--- config.mk ---
export PLATFORM = sky130hd
export DESIGN_NAME = serial_byte_tx
export DESIGN_NICKNAME = d
export VERILOG_FILES = /design/src/rtl/serial_byte_tx.sv
export SDC_FILE = /design/constraint.sdc
export NUM_CORES = 1
export LEC_CHECK = 0
export BUFFER_PORTS_ARGS = -buffer_cell sky130_fd_sc_hd__buf_4
export CAP_MARGIN = 20
export CORE_ASPECT_RATIO = 0.5
export CORE_UTILIZATION = 45
export CTS_CLUSTER_DIAMETER = 30
export DETAILED_ROUTE_END_ITERATION = 6
export GPL_ROUTABILITY_DRIVEN = 0
export PLACE_DENSITY = 0.6
export SYNTH_ARGS = -nofsm -noshare
export SYNTH_HDL_FRONTEND = slang
export SYNTH_SLANG_ARGS = --single-unit
--- constraint.sdc ---
create_clock -name clk -period 6.1 [get_ports clk]
set_input_delay 0.305 -clock clk [delete_from_list [all_inputs] [get_ports clk]]
set_output_delay 0.305 -clock clk [all_outputs]
set_load 0.05 [all_outputs]
--- src/rtl/serial_byte_tx.sv ---
// Serial byte transmitter: FIFO-buffered bytes sent as start bit (0), 8 data bits LSB first, STOP_BITS stop bits (1), optional idle gap.
// Latency: a byte pushed into an empty FIFO while idle drives its start bit on the line from the next edge.
// Backpressure: in_ready drops while the FIFO holds DEPTH bytes; no pass-through when full, even on a same-cycle pop.
module serial_byte_tx #(
  parameter int DEPTH      = 4,
  parameter int STOP_BITS  = 1,
  parameter int GAP_CYCLES = 0
) (
  input  logic                   clk,
  input  logic                   reset,
  input  logic [7:0]             in_byte,
  input  logic                   in_valid,
  output logic                   in_ready,
  output logic                   out,
  output logic                   busy,
  output logic                   frame_done,
  output logic [$clog2(DEPTH):0] fifo_count
);

  localparam int AW = $clog2(DEPTH);
  localparam int CW = AW + 1;
  localparam logic [CW-1:0] FULL_CNT  = CW'(DEPTH);
  localparam logic [3:0]    STOP_LAST = 4'(STOP_BITS - 1);
  localparam logic [3:0]    GAP_LAST  = (GAP_CYCLES > 0) ? 4'(GAP_CYCLES - 1) : 4'd0;

  typedef enum logic [2:0] {
    S_IDLE,
    S_START,
    S_DATA,
    S_STOP,
    S_GAP
  } state_t;

  logic [7:0]    mem_q [DEPTH];
  logic [AW-1:0] wr_ptr_q;
  logic [AW-1:0] rd_ptr_q;
  logic [CW-1:0] count_q;

  state_t        state_q, state_d;
  logic [7:0]    shreg_q, shreg_d;
  logic [3:0]    cnt_q, cnt_d;     // data-bit, stop-bit or gap counter depending on state
  logic          out_q, out_d;

  logic          push;
  logic          pop;
  logic          launch;           // frame boundary: start the next byte if one is waiting

  assign in_ready   = (count_q < FULL_CNT);
  assign push       = in_valid && in_ready;
  assign out        = out_q;
  assign busy       = (state_q != S_IDLE);
  assign frame_done = (state_q == S_STOP) && (cnt_q == STOP_LAST);
  assign fifo_count = count_q;

  // Next-state, shift register, counter and line value; pop happens only when a new frame launches.
  always_comb begin
    state_d = state_q;
    shreg_d = shreg_q;
    cnt_d   = cnt_q;
    out_d   = out_q;
    pop     = 1'b0;
    launch  = 1'b0;
    case (state_q)
      S_IDLE: begin
        out_d  = 1'b1;
        launch = 1'b1;
      end
      S_START: begin
        out_d   = shreg_q[0];
        shreg_d = shreg_q >> 1;
        cnt_d   = 4'd0;
        state_d = S_DATA;
      end
      S_DATA: begin
        if (cnt_q == 4'd7) begin
          out_d   = 1'b1;
          cnt_d   = 4'd0;
          state_d = S_STOP;
        end else begin
          out_d   = shreg_q[0];
          shreg_d = shreg_q >> 1;
          cnt_d   = cnt_q + 4'd1;
        end
      end
      S_STOP: begin
        out_d = 1'b1;
        if (cnt_q == STOP_LAST) begin
          if (GAP_CYCLES > 0) begin
            cnt_d   = 4'd0;
            state_d = S_GAP;
          end else begin
            launch = 1'b1;
          end
        end else begin
          cnt_d = cnt_q + 4'd1;
        end
      end
      S_GAP: begin
        out_d = 1'b1;
        if (cnt_q == GAP_LAST) begin
          launch = 1'b1;
        end else begin
          cnt_d = cnt_q + 4'd1;
        end
      end
      default: begin
        out_d   = 1'b1;
        state_d = S_IDLE;
      end
    endcase
    // Shared exit path of IDLE/STOP/GAP: back-to-back start if the FIFO has data, else rest idle.
    if (launch) begin
      if (count_q != '0) begin
        pop     = 1'b1;
        shreg_d = mem_q[rd_ptr_q];
        out_d   = 1'b0;
        state_d = S_START;
      end else begin
        out_d   = 1'b1;
        state_d = S_IDLE;
      end
    end
  end

  // FSM, shift register and registered line output.
  always_ff @(posedge clk) begin
    if (reset) begin
      state_q <= S_IDLE;
      shreg_q <= 8'd0;
      cnt_q   <= 4'd0;
      out_q   <= 1'b1;
    end else begin
      state_q <= state_d;
      shreg_q <= shreg_d;
      cnt_q   <= cnt_d;
      out_q   <= out_d;
    end
  end

  // FIFO pointers and occupancy; a simultaneous push and pop leaves the count unchanged.
  always_ff @(posedge clk) begin
    if (reset) begin
      wr_ptr_q <= '0;
      rd_ptr_q <= '0;
      count_q  <= '0;
    end else begin
      if (push) wr_ptr_q <= wr_ptr_q + AW'(1);
      if (pop)  rd_ptr_q <= rd_ptr_q + AW'(1);
      if (push && !pop) begin
        count_q <= count_q + CW'(1);
      end else if (pop && !push) begin
        count_q <= count_q - CW'(1);
      end
    end
  end

  // FIFO storage; contents need no reset because occupancy gates every read.
  always_ff @(posedge clk) begin
    if (push) mem_q[wr_ptr_q] <= in_byte;
  end

endmodule

==> results.toml, run 1 <==
[power]
power.internal_mw = 0.703
ir_drop_mv = 0.190
switching_share_pct = 36.5
p_comb_share_pct = 35.3
switchingPower_mw = 0.405
finalPower_mw = 1.11
cellPowerDensity_mw_per_mm2 = 417
clkPwrFrac_pct = 18.5
cellLeakagePower_nw = 0.940
pwr-share-seq_pct = 46.2

[global_routing]
grt_pass1_wl_um = 6710
antenna_found_initial = 0
grt_pass1_vias = 1382
grt-ovfl-total = 0
grt_max_degree = 22
grt_use_total_pct = 16.4

[floorplanning]
die_h_um = 53.5
ioPinCount = 18
rows = 18
die_width_um = 105
die_area_mm2 = 0.00563
start_util_pct = 47.6
core-area_mm2 = 0.00502

[route]
wirelength_um = 3950
firstDrtPassIters = 4
drc_errors = 0
wl_per_cell_um = 14.4
ant_nets = 0
drtIter0Drc = 38
vias = 1390
via_per_inst = 5.07

[timing]
maxSlewViolCount = 0
max_freq_mhz = 341
finalSetupViolations = 0
finalClockSkew_ns = 0.0152
setup_ws_ns = 3.16
fin_crit_sh_pct = 48.1
setup_tns_ns = 0
worst_pin_slew_ns = 0.781
timing.hold.ws_ns = 0.182
period_minus_slack_ns = 2.94
hold_violations = 0
slew_headroom_pct = 47.8
rsz0062_at_grt = "no"

[final_layout]
syn2layout_area_growth_pct = 11.1
utilization_pct = 52.9
nNetsFinal = 226
antennaDiodeCount = 0
n_fill_cell = 423
drive_above_1_share_pct = 18.6

[synth]
yosys.area.top_type = "edfxtp_1"
syn_area_per_cell_um2 = 12.9
async_flop_share_pct = 0
synth_seq_cells = 56
synth_edf_count = 32
synth_common_cells = "32 x edfxtp_1, 24 x dfxtp_1, 21 x nor2_1"
yosys.area.top_type_share_pct = 40.2
ys_top_cells_by_area = "edfxtp_1 40%, dfxtp_1 20%, mux4_2 7.5%"
yosysUniqueCellTypes = 37
synthFlopType = "edfxtp_1"
yosysSeqAreaShare_pct = 60.3
yosysMostFrequentCell = "edfxtp_1"
netlist_area_mm2 = 0.00239
syn_nets = 209
postSynthCellCount = 186
ys_warn_count = 0

[worst_setup_path]
crit_start = "cnt_q[0]"
end_kind = "register"
required_ns = 6.35
critPathCapture = "fifo_count[2]"
critical_path_class = "reg -> reg"
r2r-end = "fifo_count[2]"
worstSetupStartpointType = "register"
regToRegSetupSlack_ns = 3.16
worst_r2r_path_depth = 10
r2r-start = "cnt_q[0]"
worstPathMaxFanout = 21
worstPathArrival_ns = 3.18

[cts]
clk_latency_ns = 0.32
cts_max_path_buffers = 2
cts_max_level = 2
tritoncts = "built"
cts_made_buffers = 5
clk_pin_slew_ns = 0.11
post_cts_buffers = 0
hold_buffers = 0
clockRootBuffer = "clkbuf_8"
cts.sinks = 56
post_cts_resized = 0

[place]
dpl.hpwl_um = 2690
portBuffers = 17
dp_slack_ns = 3.15

[hold_path]
hold_path_class = "in -> reg"

[status]
status = "complete, no violations"

[run]
maxCapViolCount = 0
## state kept, by name, summed over array words and instances, names as in the netlist, named ones only
signal      count
mem_q          32
rd_ptr_q        2
out             1
state_q         2
cnt_q           4
fifo_count      3
wr_ptr_q        2
shreg_q         8
## worst max-delay path, stage by stage (launching register included)
cell and delay [ns]:
dfxtp_1 0.40, inv_1 0.06, ha_1 0.21, and4bb_4 0.22
o211ai_2 0.62, ha_1 0.32, inv_1 0.06, fa_1 0.38
xor2_1 0.16, or3_1 0.31, a21oi_1 0.14
## power groups by stage
stage	combinational [mW]	clock, mW	sequential [mW]
after floorplan	0.301	0	0.531
after global placement	0.387	0	0.518
after detailed placement	0.394	0	0.522
after CTS	0.397	0.210	0.514
after global routing	0.441	0.226	0.523
final	0.391	0.205	0.512
## metal layers
layer | wire length [um] | vias to the layer above | track usage [%]
met3 | 139 | 2 | 4.48
met2 | 1790 | 20 | 26.2
li1 | - | 698 | -
met5 | 0 | - | 0
met4 | 27 | 0 | 6.34
met1 | 1990 | 670 | 21.9
## worst min-delay path by stage
stage,startpoint,to,cells after the start
finish,in_byte[5],mem_q[3][5],1
global route,in_byte[0],mem_q[2][0],1
detailed placement,shreg_q[7],shreg_q[7],2
global placement,shreg_q[7],shreg_q[7],2
floorplan,in_byte[0],mem_q[0][0],0
CTS,in_byte[2],mem_q[1][2],1
## through the flow
| stage | instance area (um^2) | instances |
|---|---|---|
| detailed placement | 2570 | 266 |
| CTS | 2660 | 274 |
| global route | 2660 | 274 |
| floorplan | 2390 | 186 |
| global placement | 2570 | 266 |
| finish | 2660 | 274 |
## final cells by class
| cell class | count | area (um^2) | area share, % |
|---|---|---|---|
| timing repair buffer | 17 | 128 | 4.80 |
| tap | 70 | 87.6 | 3.30 |
| clock inverter | 3 | 21.3 | 0.800 |
| multi-input combinational | 111 | 866 | 32.6 |
| inverter | 12 | 45.0 | 1.69 |
| sequential | 56 | 1440 | 54.2 |
| clock buffer | 5 | 68.8 | 2.59 |
## cells by family after synthesis
| group | share of synthesized area (%) |
|---|---|
| buffers and inverters | 3.51 |
| DFF | 60.3 |
| adders and majority gates | 6.59 |
| AOI/OAI and AO/OA | 8.22 |
| muxes | 7.95 |
| and+or+nand+nor | 11.3 |
| xor gates and xnor gates | 2.20 |
## cell usage in the layout, fill, tap and decap left out, types with 2 or more instances in the layout
cell and n:
a311oi_1 7, nand2b_1 2, or3_1 2, ha_1 11, clkbuf_8 5, nor2_1 21, nand2_1 17, xor2_1 3
and2_1 4, buf_4 17, edfxtp_1 32, a21oi_1 8, xnor2_1 3, o21ai_0 8, mux4_2 8, dfxtp_1 24
inv_1 12
Power figures use the tool's default switching activity.
==> inputs of run 2 (changes only) <==
--- a/config.mk
+++ b/config.mk
@@ -5,6 +5,7 @@
 export SDC_FILE = /design/constraint.sdc
 export NUM_CORES = 1
 export LEC_CHECK = 0
+export ABC_AREA = 1
 export BUFFER_PORTS_ARGS = -buffer_cell sky130_fd_sc_hd__buf_4
 export CAP_MARGIN = 20
 export CORE_ASPECT_RATIO = 0.5
@@ -12,7 +13,7 @@
 export CTS_CLUSTER_DIAMETER = 30
 export DETAILED_ROUTE_END_ITERATION = 6
 export GPL_ROUTABILITY_DRIVEN = 0
-export PLACE_DENSITY = 0.6
+export PLACE_DENSITY = 0.62
 export SYNTH_ARGS = -nofsm -noshare
 export SYNTH_HDL_FRONTEND = slang
 export SYNTH_SLANG_ARGS = --single-unit
==> constraint.sdc (replaced) <==
create_clock -name clk -period 2.5 [get_ports clk]
set_input_delay 0.125 -clock clk [delete_from_list [all_inputs] [get_ports clk]]
set_output_delay 0.125 -clock clk [all_outputs]
set_load 0.05 [all_outputs]
==> run 2 against run 1 <==
- the run now ends with DRC left
- sequential share of layout area down 8.0 points
- synthesized cell count is 71% higher
- first-iteration DRC count grew 50%
- global-route usage grew 0.78 points
- worst hold slack got worse by 0.15 ns
- critical path depth rose by 2
- synthesized area increased by 14%
- die area is 14% higher
==> results.toml, run 2 <==
[worst_setup_path]
critPathTopFamily = "adder cells"
path_buf_inv = 3
worstPathArrival_ns = 2.46
worst_r2r_path_depth = 12
end_kind = "register"
slowest_delay_ns = 0.45
critical_path_class = "reg -> reg"
cp_slowest_cell = "ha_1"
crit_chain = "inv_1, ha_1, inv_1, nand3_4, ha_1, inv_1, fa_1, a21oi_1, o21ai_0, nand2_1, nand2_1, nor2_1"
crit_cells = 12
worstSetupStartpointType = "register"
required_ns = 2.73
cpMostUsedCell = "inv_1"
worstPathMaxFanout = 10

[timing]
maxSlewViolCount = 0
fin_crit_sh_pct = 89.3
finalSetupViolations = 0
timing.hold.ws_ns = 0.0296
finalClockSkew_ns = 0.00494
hold_violations = 0
max_freq_mhz = 448
slew_headroom_pct = 75.3
worst_pin_slew_ns = 0.366
setup_tns_ns = 0
period_minus_slack_ns = 2.23
rsz0062_at_grt = "no"

[synth]
postSynthCellCount = 318
synthFlopType = "edfxtp_1"
syn_nets = 341
synth_common_cells = "95 x nand2_1, 57 x inv_1, 33 x nor2_1"
synth_edf_count = 32
synth_seq_cells = 56
netlist_area_mm2 = 0.00272
yosysUniqueCellTypes = 29
yosysSeqAreaShare_pct = 52.9
ys_warn_count = 0
async_flop_share_pct = 0
syn_area_per_cell_um2 = 8.57
yosys.area.top_type_share_pct = 35.3
ys_top_cells_by_area = "edfxtp_1 35%, dfxtp_1 18%, nand2_1 13%"
yosys.area.top_type = "edfxtp_1"
yosysMostFrequentCell = "nand2_1"

[place]
placed_area_mm2 = 0.00295
dpl.hpwl_um = 3280
portBuffers = 17

[cts]
cts_max_path_buffers = 2
post_cts_resized = 0
clk_latency_ns = 0.29
hold_buffers = 0
cts_max_level = 2
clockRootBuffer = "clkbuf_16"
cts_made_buffers = 5
tritoncts = "built"
post_cts_buffers = 0
cts.sinks = 56
clk_pin_slew_ns = 0.07

[hold_path]
hold_path_class = "in -> reg"
hold_depth = 1

[route]
vias = 1912
firstDrtPassIters = 6
ant_nets = 0
wirelength_um = 4870
via_per_inst = 4.60
wl_per_cell_um = 11.7
drc_errors = 1
drtIter0Drc = 57

[power]
cellLeakagePower_nw = 1.48
ir_drop_mv = 0.413
cellPowerDensity_mw_per_mm2 = 1160

[global_routing]
grt_pass1_vias = 1730
grt-ovfl-total = 0
grt_pass1_wl_um = 8270
grt_use_total_pct = 17.2
grt_max_degree = 23
antenna_found_initial = 0

[floorplanning]
die_h_um = 57.0
die_area_mm2 = 0.00639
rows = 19
start_util_pct = 48.1
core-area_mm2 = 0.00566
ioPinCount = 18
die_width_um = 112

[final_layout]
largest_reg_flops = 32
drive_above_1_share_pct = 13.7
syn2layout_area_growth_pct = 14.3
regMostFlops = "mem_q"
most-common-layout-cells = "95 x nand2_1, 57 x inv_1, 33 x nor2_1, 32 x edfxtp_1, 24 x dfxtp_1"
multiInputGateArea_mm2 = 0.00102
antennaDiodeCount = 0
fin_area_mm2 = 0.00311
nNetsFinal = 365
largest_registers = "mem_q (32), shreg_q (8), cnt_q (4)"
n_fill_cell = 528
layout_commonest_cell = "nand2_1"
utilization_pct = 55.0
seqCellArea_mm2 = 0.00144

[run]
maxCapViolCount = 0

[status]
violations = "DRC"
status = "finished with violations"
==> run 2: cell types whose count changed in the layout (fill, tap and decap cells not counted), sizes merged, moves of 7 or more <==
cell	delta
o21bai	+8
nand3	+16
nor2	+13
nand2	+81
inv	+46
mux4	-8
a311oi	-7
==> run 2: logic make-up (layout without fill, tap and decap cells) <==
group	count (synthesis)	count (layout)	synth area share, %
and+or+nand+nor	157	157	24.2
buffers and inverters	65	90	9.65
AOI/OAI and AO/OA	26	26	6.84
xor gates and xnor gates	2	2	0.643
DFF	56	56	52.9
adders and majority gates	12	12	5.79
==> run 2: metrics by stage <==
stage	setup slack, ns	cells	total power [mW]
finish	0.267	416	3.62
floorplan	0.0283	318	2.52
CTS	0.251	416	3.66
detailed placement	0.250	408	2.85
global placement	0.331	408	2.81
global route	0.0181	416	3.93
==> run 2: worst paths after layout <==
| path | start | to | slack, ns |
|---|---|---|---|
| worst max register to register | state_q[0] | fifo_count[2] | 0.27 |
| worst max-delay path | state_q[0] | fifo_count[2] | 0.27 |
| worst min register to register | rd_ptr_q[1] | register | 0.51 |
| worst min-delay path | in_byte[1] | mem_q[3][1] | 0.03 |
==> run 2: cell type report <==
type	instances	area share, %
clock inverter	2	1.25
sequential	56	46.3
inverter	59	7.11
clock buffer	6	4.14
multi-input combinational	197	32.7
timing repair buffer	23	5.54
tap	73	2.93
==> run 2: power breakdown <==
| group | switching (mW) | total [mW] | internal, mW |
|---|---|---|---|
| combinational | 1.02 | 1.53 | 0.511 |
| clock | 0.315 | 0.792 | 0.477 |
| sequential | 0.120 | 1.30 | 1.18 |
| total | 1.45 | 3.62 | 2.17 |
==> run 2: per-layer routing <==
metal	vias to the layer above	GRT usage, %	wire length, um
met3	4	4.46	198
met2	31	28.0	2160
met1	851	22.5	2460
met5	-	0	0
li1	1026	-	-
met4	0	6.48	61
